<file path="src/rtl/conv_pkg.sv">
// rtl/conv_pkg.sv - shared geometry defaults, FSM state encoding and address widths for the conv window MAC
package conv_pkg;

   localparam int DEF_DATA_HEIGHT   = 35;
   localparam int DEF_DATA_WIDTH    = 35;
   localparam int DEF_KERNAL_HEIGHT = 5;
   localparam int DEF_KERNAL_WIDTH  = 5;
   localparam int DEF_DATA_BITS     = 16;
   localparam int DEF_ACC_BITS      = 40;

   typedef enum logic [1:0] {
      IDLE,
      FETCH,
      DRAIN,
      OUT
   } conv_state_t;

   // never returns 0 so degenerate 1-wide geometries still get a legal vector
   function automatic int bits_for(input int n);
      return (n > 1) ? $clog2(n) : 1;
   endfunction

   localparam int PIX_ADDR_BITS = bits_for(DEF_DATA_HEIGHT * DEF_DATA_WIDTH);
   localparam int W_ADDR_BITS   = bits_for(DEF_KERNAL_HEIGHT * DEF_KERNAL_WIDTH);

endpackage

</file>
<file path="src/rtl/conv_kernel_counter.sv">
// rtl/conv_kernel_counter.sv - row-major kernel row/column scan counter
module conv_kernel_counter
   import conv_pkg::*;
#(
   parameter int KERNAL_HEIGHT = DEF_KERNAL_HEIGHT,
   parameter int KERNAL_WIDTH  = DEF_KERNAL_WIDTH
) (
   input  logic                                 clk,
   input  logic                                 rst_n,
   input  logic                                 start,
   input  logic                                 advance,
   output logic [bits_for(KERNAL_HEIGHT)-1:0]   kr,
   output logic [bits_for(KERNAL_WIDTH)-1:0]    kc,
   output logic                                 last
);

   localparam int KR_BITS = bits_for(KERNAL_HEIGHT);
   localparam int KC_BITS = bits_for(KERNAL_WIDTH);

   logic kc_last;

   assign kc_last = (kc == KC_BITS'(KERNAL_WIDTH - 1));
   assign last    = kc_last && (kr == KR_BITS'(KERNAL_HEIGHT - 1));

   always_ff @(posedge clk or negedge rst_n) begin
      if (!rst_n) begin
         kr <= '0;
         kc <= '0;
      end else if (start) begin
         kr <= '0;
         kc <= '0;
      end else if (advance) begin
         if (kc_last) begin
            kc <= '0;
            kr <= last ? '0 : kr + KR_BITS'(1);
         end else begin
            kc <= kc + KC_BITS'(1);
         end
      end
   end

endmodule

</file>
<file path="src/rtl/conv_window_mac.sv">
// rtl/conv_window_mac.sv - per-anchor KxK window multiply-accumulate; CONV_RELU_EN clamps negative sums to 0
module conv_window_mac
   import conv_pkg::*;
#(
   parameter int DATA_HEIGHT   = DEF_DATA_HEIGHT,
   parameter int DATA_WIDTH    = DEF_DATA_WIDTH,
   parameter int KERNAL_HEIGHT = DEF_KERNAL_HEIGHT,
   parameter int KERNAL_WIDTH  = DEF_KERNAL_WIDTH,
   parameter int DATA_BITS     = DEF_DATA_BITS,
   parameter int ACC_BITS      = DEF_ACC_BITS
) (
   input  logic                                                clk,
   input  logic                                                rst_n,
   input  logic                                                enable,
   input  logic                                                anchor_valid,
   output logic                                                anchor_ready,
   input  logic [31:0]                                         anchor_height,
   input  logic [31:0]                                         anchor_width,
   output logic                                                anchor_err,
   output logic                                                pix_rd_en,
   output logic [bits_for(DATA_HEIGHT*DATA_WIDTH)-1:0]         pix_rd_addr,
   input  logic signed [DATA_BITS-1:0]                         pix_rd_data,
   output logic [bits_for(KERNAL_HEIGHT*KERNAL_WIDTH)-1:0]     w_rd_addr,
   input  logic signed [DATA_BITS-1:0]                         w_rd_data,
   output logic                                                out_valid,
   input  logic                                                out_ready,
   output logic signed [ACC_BITS-1:0]                          out_data
);

   localparam int PA_BITS   = bits_for(DATA_HEIGHT * DATA_WIDTH);
   localparam int WA_BITS   = bits_for(KERNAL_HEIGHT * KERNAL_WIDTH);
   localparam int KR_BITS   = bits_for(KERNAL_HEIGHT);
   localparam int KC_BITS   = bits_for(KERNAL_WIDTH);
   localparam int PROD_BITS = 2 * DATA_BITS;

   conv_state_t                 state, state_nxt;
   logic [31:0]                 anc_h, anc_w;
   logic [KR_BITS-1:0]          kr;
   logic [KC_BITS-1:0]          kc;
   logic                        k_last;
   logic                        accept, in_range, start_ok, rd_vld;
   logic signed [PROD_BITS-1:0] prod;
   logic signed [ACC_BITS-1:0]  acc;

   // gated by rst_n so the handshake is closed for the whole reset window
   assign anchor_ready = rst_n && enable && (state == IDLE);
   assign accept       = anchor_valid && anchor_ready;
   assign in_range     = (anchor_height <= 32'(DATA_HEIGHT - KERNAL_HEIGHT)) &&
                         (anchor_width  <= 32'(DATA_WIDTH  - KERNAL_WIDTH));
   assign start_ok     = accept && in_range;

   conv_kernel_counter #(
      .KERNAL_HEIGHT (KERNAL_HEIGHT),
      .KERNAL_WIDTH  (KERNAL_WIDTH)
   ) u_kernel_counter (
      .clk     (clk),
      .rst_n   (rst_n),
      .start   (start_ok || !enable),
      .advance (state == FETCH),
      .kr      (kr),
      .kc      (kc),
      .last    (k_last)
   );

   assign pix_rd_addr = PA_BITS'((anc_h + 32'(kr)) * 32'(DATA_WIDTH) + anc_w + 32'(kc));
   assign w_rd_addr   = WA_BITS'(32'(kr) * 32'(KERNAL_WIDTH) + 32'(kc));

   always_ff @(posedge clk or negedge rst_n) begin
      if (!rst_n) state <= IDLE;
      else        state <= state_nxt;
   end

   always_comb begin
      state_nxt = state;
      pix_rd_en = 1'b0;
      out_valid = 1'b0;
      case (state)
         IDLE:  if (start_ok) state_nxt = FETCH;
         FETCH: begin
            pix_rd_en = 1'b1;
            if (k_last) state_nxt = DRAIN;
         end
         DRAIN: state_nxt = OUT;
         OUT: begin
            out_valid = 1'b1;
            if (out_ready) state_nxt = IDLE;
         end
         default: state_nxt = IDLE;
      endcase
      if (!enable) state_nxt = IDLE;
   end

   assign prod = pix_rd_data * w_rd_data;

   // rd_vld marks the cycle the RAM/ROM pair for the previous strobe is on the bus
   always_ff @(posedge clk or negedge rst_n) begin
      if (!rst_n) begin
         anc_h      <= '0;
         anc_w      <= '0;
         anchor_err <= 1'b0;
         rd_vld     <= 1'b0;
         acc        <= '0;
      end else begin
         anchor_err <= accept && !in_range;
         rd_vld     <= enable && pix_rd_en;
         if (start_ok) begin
            anc_h <= anchor_height;
            anc_w <= anchor_width;
         end
         if (!enable || start_ok) acc <= '0;
         else if (rd_vld)         acc <= acc + ACC_BITS'(prod);
      end
   end

`ifdef CONV_RELU_EN
   assign out_data = acc[ACC_BITS-1] ? '0 : acc;
`else
   assign out_data = acc;
`endif

endmodule
</file>
<file path="config.mk">
export PLATFORM = sky130hd
export DESIGN_NAME = conv_window_mac
export DESIGN_NICKNAME = d
export VERILOG_FILES = /design/src/rtl/conv_pkg.sv /design/src/rtl/conv_kernel_counter.sv /design/src/rtl/conv_window_mac.sv
export SDC_FILE = /design/constraint.sdc
export NUM_CORES = 1
export LEC_CHECK = 0
export CORE_MARGIN = 3
export CORE_UTILIZATION = 42
export CTS_CLUSTER_SIZE = 12
export DETAILED_ROUTE_END_ITERATION = 12
export GPL_TIMING_DRIVEN = 0
export PLACE_DENSITY = 0.62
export SYNTH_ARGS = -nofsm -noshare
export SYNTH_HDL_FRONTEND = slang
export SYNTH_SLANG_ARGS = --single-unit
</file>
<file path="constraint.sdc">
create_clock -name clk -period 7.45 [get_ports clk]
set_input_delay 2.235 -clock clk [delete_from_list [all_inputs] [get_ports clk]]
set_output_delay 2.235 -clock clk [all_outputs]
set_load 0.005 [all_outputs]
</file>
# After elaboration in Yosys (flattened, before gate mapping)
# Index checks and enable logic that the tools add are counted.
[word_totals] register_bits=93 in_bits=101 word_cells=61
[classes] addsub=7 n_mul=3 n_lt_le_gt_ge=2 eq_ne=8 n_mux=16 reduce_logical=17
[op_table] op="40-bit 2-to-1 mux" count=2
[op_table] op="32-bit by 5-bit less-or-equal comparator with 1-bit output (second input constant)" count=2
[op_table] op="40-bit by 32-bit adder with 40-bit output" count=1
[op_table] op="32-bit by 3-bit adder with 32-bit output" count=1
[op_table] op="16-bit by 16-bit multiplier with 32-bit output" count=1
[op_table] op="32-bit by 6-bit multiplier with 11-bit output (second input constant)" count=1
[op_table] op="3-bit 2-to-1 mux" count=7
[op_table] op="11-bit adder" count=1
[op_table] op="11-bit by 3-bit adder with 11-bit output" count=1
[op_table] op="3-bit inequality test (second input constant)" count=3
[op_table] op="1-bit logical AND" count=8
[op_table] op="2-bit 2-to-1 mux" count=4
[op_table] op="2-bit case mux with 4 select lines" count=1
[op_table] op="3-bit by 1-bit adder with 3-bit output (second input constant)" count=2
[op_table] op="3-bit == test (second input constant)" count=2
[op_table] op="2-bit nonzero test" count=3
[op_table] op="5-bit by 3-bit adder with 5-bit output" count=1
[op_table] op="3-bit by 3-bit multiplier with 5-bit output (second input constant)" count=1
[op_table] op="2-bit == test (second input constant)" count=2
[op_table] op="3-bit AND reduction" count=1
[op_table] op="2-bit by 1-bit == test with 1-bit output (second input constant)" count=1
[op_table] op="1-bit logical NOT" count=2
[op_table] op="2-bit logical NOT" count=1
[op_table] op="1-bit 2-to-1 mux" count=2
[op_table] op="other kinds (2)" count=2

# Longest topological paths before layout
# Gate-level depths: netlist of the first run.
[logic_depth] ltp_word=7 mapped_depth=25 ltp_nobuf=24

# By module
# From an unflattened synthesis of the first run, not the netlist that was laid out.
[hier_totals] hier_cells=1841 hier_area_um2=17204.0
[modules_own_cells] mod="conv_window_mac" n_inst=1 cells_per_inst=1805 area_per_inst_um2=16863.7 seq_area_each_um2=1651.6
[modules_own_cells] mod="conv_kernel_counter" n_inst=1 cells_per_inst=36 area_per_inst_um2=340.3 seq_area_each_um2=150.1

# Worst setup path before layout of the first run
# OpenSTA, ideal clock, no wires.
[synth_path] kind="input-to-reg" from="input pix_rd_data[15]" to="register acc[35], in the netlist out_data[35]" setup_ns=0.126 t_arrival_ns=8.205 t_required_ns=7.324 setup_slack_ns=-0.881 stages=24 path_buffers=1 path_cell_list="clkbuf_1 nand2_1 fa_1 inv_1 fa_1 inv_1 fa_1 inv_1 fa_1 fa_1 inv_1 fa_1 inv_1 ha_1 a21oi_1 nor2b_1 o21ai_0 nand2b_1 a2111oi_2 o31ai_1 a31oi_1 nor2_1 mux2i_1 a311o_1"
[synth_via] elab_chain_cells=4
[synth_lines] item="from (decl)" line_no="conv_window_mac.sv:22" rtl="input logic signed [DATA_BITS-1:0] pix_rd_data,"
[synth_lines] item="16-bit by 16-bit multiplier with 32-bit output" line_no="conv_window_mac.sv:93" rtl="assign prod = pix_rd_data * w_rd_data;"
[synth_lines] item="40-bit by 32-bit adder with 40-bit output" line_no="conv_window_mac.sv:111" rtl="else if (rd_vld) acc <= acc + ACC_BITS'(prod);"
[synth_lines] item="40-bit 2-to-1 mux" line_no="conv_window_mac.sv:111"
[synth_lines] item="40-bit 2-to-1 mux" line_no="conv_window_mac.sv:110" rtl="if (!enable || start_ok) acc <= '0;"
[synth_lines] item="to (signal assigned)" line_no="conv_window_mac.sv:111"
[synth_lines] item="to (decl)" line_no="conv_window_mac.sv:43" rtl="logic signed [ACC_BITS-1:0] acc;"
# No other way between the ends. The select of a mux whose other input is x is not followed.
# A chain may end at the register's enable or synchronous reset.

# Final worst setup path of the first run
# Same ends and word-level chain as after synthesis.

==> results of run 1 <==
-- Yosys cell counts, drive strengths merged (17+ instances only) --
cell type and number:
clkbuf 43, mux2i 24, ha 172, nand3 17, xnor2 40, nor2 65, fa 347, inv 463
xor2 24, a21oi 52, nand2 155, dfrtp 72, and2 133, o21ai 33, a21o 24
-- registers in the layout, indices dropped and copies added, names as in the netlist --
signal and cells:
anc_w 11, out_data 40, anchor_err 1, anc_h 11, u_kernel_counter.kc 3, u_kernel_counter.kr 3, state 2, rd_vld 1
-- cell families (layout without fill, tap and decap cells) --
family	after synthesis	after routing	synth area share
simple gates	425	425	0.125
xor+xnor	64	64	0.0332
fa+ha+maj	519	519	0.539
compound gates	160	160	0.0596
flops	72	72	0.107
mux	35	35	0.0216
buf+inv	513	787	0.115
-- through the flow --
stage               setup slack (ns)  TNS [ns]
floorplan                     -0.282    -0.487
global placement               -1.85    -41.46
detailed placement             -1.82    -40.15
CTS                           -0.278     -2.11
global route                  -0.523     -8.20
finish                        -0.354     -4.14
-- final cells by class --
cell class | instances | area [um^2] | area share
Multi-Input combinational cell | 1203 | 14000 | 0.644
Clock buffer | 10 | 229 | 0.0105
Tap cell | 518 | 648 | 0.0298
Timing Repair Buffer | 260 | 2510 | 0.116
Inverter | 463 | 1750 | 0.0806
Timing Repair inverter | 1 | 7.51 | 0.000345
Buffer | 47 | 721 | 0.0332
Clock inverter | 6 | 68.8 | 0.00317
Sequential cell | 72 | 1800 | 0.0830
-- per-layer routing --
layer  global-route usage  vias to the layer above
met1                0.321                     6380
met5                    0                        -
met3               0.0324                       66
met2                0.384                      385
met4               0.0502                        0
li1                     -                     5915
-- worst paths after layout --
path / from / to / slack (ns) / cells past startpoint
max: pix_rd_data[15] / out_data[35] / -0.35 / 23
min: anc_w[8] / anc_w[8] / 0.50 / 1
max reg2reg: out_data[3] / out_data[35] / 2.07 / 21
min reg2reg: anc_w[8] / anc_w[8] / 0.50 / 1
max in group asynchronous: rst_n / u_kernel_counter.kr[0] / 4.99 / 2
min in group asynchronous: rst_n / anc_w[5] / 1.85 / 1
-- repair_timing --
item / 4_1_cts / 5_1_grt
setup buffers: 64 / 32
pin swaps: 116 / 90
endpoints found under the hold margin: 0 / 0
endpoints found under the setup margin: 33 / 27
gates resized for setup: 325 / 89
gates cloned: 2 / 2
==> impl_metrics.toml, run 1 <==
[critical_path]
criticalPathCategory = "in2reg"
worst_ep_required_time_ns = 7.67
timing.critical_path.max_delay_family = "adder cells"
cp_max_fo = 5
crit_chain = "buf_12 > clkbuf_16 > and2_4 > fa_2 > inv_4 > fa_1 > fa_1 > inv_1 > fa_1 > fa_1 > inv_1 > fa_1 > inv_2 > ha_4 > nor2b_1 > o21ai_1 > nand2b_1 > a2111oi_4 > o31ai_4 > a31oi_2 > nor2_1 > mux2i_1 > a311o_1"
path_buf_inv = 6
startpoint_type = "input port"
cpMaxStageDelayCell = "fa_2"
cp.arrival_ns = 8.03
crit_top_cell = "fa_1"
end_kind = "flip-flop"
cp_slowest_stage_delay_ns = 0.62

[sta]
setup_viol = 17
hold_viol_final = 0
fin_skew_ns = 0.0121
relSlewSlack = 0.304
worst_pin_slew_ns = 1.04
fin_ws_ns = -0.354
min_period_ns = 7.80
max_freq_mhz = 128
finalCritPeriodShare = 1.05
drv_slew = 0
rsz0062_at_grt = "yes"
whs_ns = 0.497

[min_path]
hold_path_class = "reg2reg"

[route]
remaining_drc_errors = 0
routed_wl_um = 46900
postRouteAntennaNets = 0
wl_met2_um = 22600
routed_via_density = 4.94
dr_wl_met3_um = 2610
dr.pass1.iters = 7
top_layer = "met4"
wire_per_inst_um = 18.2
drt-met1-wl_um = 20600
vias = 12700
drt-initial-drc-count = 542

[global_routing]
overflow = 0
grt_pass1_wl_um = 75800
grt_pass1_vias = 13700
grt_max_degree = 41
track_usage = 0.230
antenna_found_initial = 0

[cells_and_area]
final_cells = 2580
final_common_cell = "inv_1"
final_util = 0.555
fillers = 3479
drive_gt1_frac = 0.169
syn_to_final_growth_pct = 28.9
fin_nets = 2677
design_area_um2 = 21700
final_cell_mix = "inv_1, fa_1, ha_1, nand2_1"
insertedDiodeCount = 0

[synthesis]
synth_top_area_cell = "fa_1"
yosys_warnings = 0
yosys_most_used_dff = "dfrtp_1"
async_reset_ff_frac = 1.00
synth_nets = 2408
synth_top_area_frac = 0.412
yosys-top-cells-area = "fa_1, ha_1, dfrtp_1"
synth_edf_count = 0
syn_area_um2 = 16900
synth.avg_cell_area_um2 = 9.43
synth-seq-cells = 72
ys_seq_area_frac = 0.107
synthCells = 1788
synth_cell_types = 54

[die]
dieArea_um2 = 42600
start_util = 0.430
dieWidth_um = 206
io_pins = 161
row_count = 72
fp.dieH_um = 206
core_um2 = 39200

[cts]
cts_tree = "done"
clock_latency_ns = 0.34
cts_buffer_depth = 2
clock_sinks = 72
cts_root_buf = "clkbuf_16"
clk_pin_slew_ns = 0.07
numCtsBuffers = 9
cts_hold_buffers = 0
htreeDepth = 3

[run]
maxCapViolCount = 0

[run_status]
status = "complete, but fails checks"
violations = "negative setup slack"

[placed_design]
placed_cell_area_um2 = 19700
place_inst = 2467
routabilityCongestion = 0.905
dp_hpwl_um = 38500
port_buffers = 160
Power of run 1 is left out: the tool's default activity adds up to more than one toggle a clock period on the data nets, which glitch-free logic cannot reach.
==> run 2: changes to the inputs <==
- CELL_PAD_IN_SITES_DETAIL_PLACEMENT: not set -> 1
- CELL_PAD_IN_SITES_GLOBAL_PLACEMENT: not set -> 2
- CORE_UTILIZATION: 42 -> 38
- PLACE_DENSITY: 0.62 -> 0.83
==> run 2 against run 1 <==
The flow still finishes with violations (negative setup slack). Utilization decreased by 3.9 points. Global-route usage grew 0.84 points. Setup slack lost 0.12 ns. Flip-flop and latch count unchanged. Critical path depth is 3 higher. Final area grew 3.0%. Register-to-register slack worse by 0.08 ns. Worst hold slack about the same.
==> impl_metrics.toml, run 2 (synthesis results as in run 1) <==
[run_status]
status = "complete, but fails checks"
violations = "negative setup slack"

[die]
dieWidth_um = 217
start_util = 0.388
io_pins = 161
row_count = 76
fp.dieH_um = 217
dieArea_um2 = 47000
core_um2 = 43500

[sta]
hold_viol_final = 0
fin_skew_ns = 0.00927
whs_ns = 0.496
max_freq_mhz = 126
fin_ws_ns = -0.470
relSlewSlack = 0.295
min_period_ns = 7.92
drv_slew = 0
finalCritPeriodShare = 1.06
worst_pin_slew_ns = 1.06
setup_viol = 16
rsz0062_at_grt = "yes"

[global_routing]
globalRouteMet1Util = 0.314
grt_pass1_wl_um = 87300
grtUsageMet2 = 0.419
globalRoute.busiestLayer = "met2"
grt_max_degree = 49
grt_pass1_vias = 15300
met3_usage = 0.0262
antenna_found_initial = 0
overflow = 0
track_usage = 0.238

[critical_path]
worst_ep_required_time_ns = 7.66
cp.arrival_ns = 8.13
timing.critical_path.max_delay_family = "adder cells"
path_buf_inv = 9
crit_top_cell = "fa_1"
crit_start = "w_rd_data[15]"
criticalPathCategory = "in2reg"
startpoint_type = "input port"
cp_slowest_stage_delay_ns = 0.60
reg2reg_from = "out_data[15]"
cpMaxStageDelayCell = "fa_2"
cp_max_fo = 7
end_kind = "flip-flop"

[cts]
clock_latency_ns = 0.35
clk_pin_slew_ns = 0.06
htreeDepth = 3
cts_tree = "done"
numCtsBuffers = 9
cts_buffer_depth = 2
clock_sinks = 72
cts_hold_buffers = 0
cts_root_buf = "clkbuf_16"

[route]
vias = 13100
wire_per_inst_um = 20.1
remaining_drc_errors = 0
drt-initial-drc-count = 497
dr.pass1.iters = 5
routed_wl_um = 53800
postRouteAntennaNets = 0
routed_via_density = 4.90

[min_path]
hold_path_class = "reg2reg"
worstHoldStart = "anc_w[6]"

[cells_and_area]
final_common_cell = "inv_1"
design_area_um2 = 22400
insertedDiodeCount = 0
largest_reg_flops = 40
final_cell_mix = "inv_1, fa_1, ha_1, nand2_1, clkdlybuf4s50_1"
syn_to_final_growth_pct = 32.7
fin_nets = 2706
drive_gt1_frac = 0.209

[placed_design]
dp_hpwl_um = 43000
routabilityCongestion = 0.852
port_buffers = 160
placed_cell_area_um2 = 19800

[run]
maxCapViolCount = 0
run 2: cell types whose count changed in the layout (fill, tap and decap cells not counted), moves of 4 or more:
cell | before | now
buf_4 | 93 | 110
buf_6 | 24 | 29
clkbuf_16 | 28 | 33
clkinvlp_4 | 8 | 4
fa_1 | 333 | 324
fa_2 | 14 | 23
ha_1 | 146 | 142
inv_1 | 436 | 419
inv_2 | 23 | 40
nand2_1 | 140 | 134
nand2_4 | 2 | 7
run 2: timing repair:
item	CTS	global route
setup endpoints to repair	34	28
resized for setup	397	102
gates cloned	3	0
buffers inserted	94	33
pin swaps	147	73
run 2: layer usage:
| layer | vias up | wire length, um |
|---|---|---|
| met3 | 82 | 1910 |
| met1 | 6788 | 23100 |
| met4 | 0 | 1620 |
| met2 | 273 | 27200 |
| met5 | - | 0 |
| li1 | 5969 | - |
run 2: worst paths after layout:
| path | slack, ns | depth (start not counted) | endpoint |
|---|---|---|---|
| setup reg to reg | 1.99 | 20 | out_data[35] |
| min in group asynchronous | 1.80 | 1 | anc_w[7] |
| max in group asynchronous | 5.06 | 2 | out_data[29] |
| hold reg to reg | 0.50 | 1 | anc_w[6] |
| setup / recovery | -0.47 | 26 | out_data[31] |
| hold / removal | 0.50 | 1 | anc_w[6] |
run 2: final cells by class:
| cell class | count | area, um^2 |
|---|---|---|
| Sequential cell | 72 | 1800 |
| Buffer | 48 | 787 |
| Inverter | 463 | 1750 |
| Timing Repair inverter | 1 | 5.00 |
| Tap cell | 585 | 732 |
| Clock buffer | 11 | 243 |
| Fill cell | 4819 | 21100 |
| Timing Repair Buffer | 288 | 2810 |
| Multi-Input combinational cell | 1203 | 14200 |
| Clock inverter | 5 | 56.3 |
run 2: per-stage QoR:
step                utilization  setup WS (ns)  instances  setup TNS (ns)
floorplan                     -         -0.282       1788          -0.487
finish                    0.515         -0.470       2676           -4.41
CTS                       0.501         -0.389       2645           -3.45
global placement          0.456          -1.93       2533          -42.89
detailed placement        0.456          -1.91       2534          -42.59
global route              0.515         -0.654       2676           -8.80
Power of run 2 is left out for the same reason.
==> RTL change, RTL diff (settings of run 1) <==
The 4 states of `conv_state_t` get a one-hot encoding in 4 bits.
--- a/src/rtl/conv_pkg.sv
+++ b/src/rtl/conv_pkg.sv
@@ -8,11 +8,11 @@
    localparam int DEF_DATA_BITS     = 16;
    localparam int DEF_ACC_BITS      = 40;
 
-   typedef enum logic [1:0] {
-      IDLE,
-      FETCH,
-      DRAIN,
-      OUT
+   typedef enum logic [3:0] {
+      IDLE  = 4'b0001,
+      FETCH = 4'b0010,
+      DRAIN = 4'b0100,
+      OUT   = 4'b1000
    } conv_state_t;
 
    // never returns 0 so degenerate 1-wide geometries still get a legal vector
Function: same outputs for any inputs over 4 cycles, from zero or initial values and one cycle with rst_n low; so few cycles prove little.
==> RTL change against run 1 <==
The flow still finishes with violations (setup timing). Sequential share of layout area shrank 0.12 points. Final area grew 4.3%. Setup slack lost 25 ps. Sequential cell count grew 2. Count of clock-buffer cells in the layout shrank 1. Highest routed layer is now met5. Largest cell class unchanged. Routed wire length grew 6.9%. Synthesized area grew 1.2%. Worst hold slack lost 7.3 ps.
Power is not shown: default switching activity piles up to over one toggle a cycle in this logic, so the estimate is an artifact.
==> RTL change: results (changes against run 1) <==
* Status: finished, violations left
* CLK BUF at 9 (-1)
* Routed vias at 13500 (+6.2%)
* Register area share after synthesis at 0.108 (+0.00169)
* Non-filler cells, final at 2661 (+3.1%)
* WL met2 at 24400 um (+8.0%)
* Drt total wl at 50100 um (+6.9%)
* Slew HR at 0.346 (+0.0420)
* Fin Setup TNS at -4510 ps (-368 ps)
* Critical Path Source: pix_rd_data[8]
* GPL Wtd Cong at 0.899 (-0.66%)
* Failing checks: setup timing
* M3 GR Usage at 0.0267 (-0.00570)
* Clock Sinks at 74 (+2.8%)
* Final HPWL DP at 39800 um (+3.5%)
* Multi-Input Combinational at 1232 (+2.4%)
* Worst setup margin at -379 ps (-24.7 ps)
* # setup viols final at 21 (+4)
* Clock-cell share at 0.0133 (-0.000404)
* M1 wire length at 21500 um (+4.1%)
* Synth top area cells: fa_1 41%, ha_1 12%, dfrtp_1 11%
* Met2 GRT Util at 0.393 (+0.00892)
* First-pass iteration count of the detailed router at 5 (-2)
* First-pass GRT wire length at 80300 um (+6.0%)
* Register area at 0.00186 mm2 (+2.8%)
* Fillers at 3420 (-1.7%)
* DR top layer: met5
* Net count after synthesis at 2437 (+1.2%)
* Met1 Track Usage GR at 0.322 (+0.00146)
* Placed Cells at 2508 (+1.7%)
* Signal buffers share of area at 0.165 (+0.0161)
* Yosys cell types at 70 (+30%)
* Design area at 0.0227 mm2 (+4.3%)
* Vias in the first global route at 14600 (+6.6%)
* Synth Instances at 1822 (+1.9%)
* Worst reg-to-reg setup slack at 2040 ps (-30 ps)
RTL change: cell count changes in the layout (fill, tap and decap cells not counted), sizes merged, moves of 6 or more:
| cell | change |
|---|---|
| nor3 | +7 |
| nand2 | +7 |
| buf | +38 |
| nor2 | +11 |
| a21o | -6 |
| mux2i | -7 |
RTL change: repair_timing:
action                                  CTS  global route
pin swaps                               140           141
buffers inserted                         87            49
gates cloned                              3             1
resized for setup                       415           150
endpoints found under the setup margin   34            30
RTL change: cell families (layout without fill, tap and decap cells):
logic type                 after synthesis  count (layout)  synth area share
AOI/OAI and AO/OA                      171             171            0.0673
xor gates and xnor gates                60              60            0.0308
adders and majority gates              514             514             0.529
buffers and inverters                  516             830             0.114
DFF                                     74              74             0.108
muxes                                   27              27            0.0166
and+or+nand+nor                        460             460             0.134
RTL change: through the flow:
step / setup slack (ps) / hold slack (ps)
after floorplan: -334 / 460
after global placement: -1890 / 482
after detailed placement: -1870 / 479
after CTS: -341 / 496
after global routing: -536 / 511
final: -379 / 489
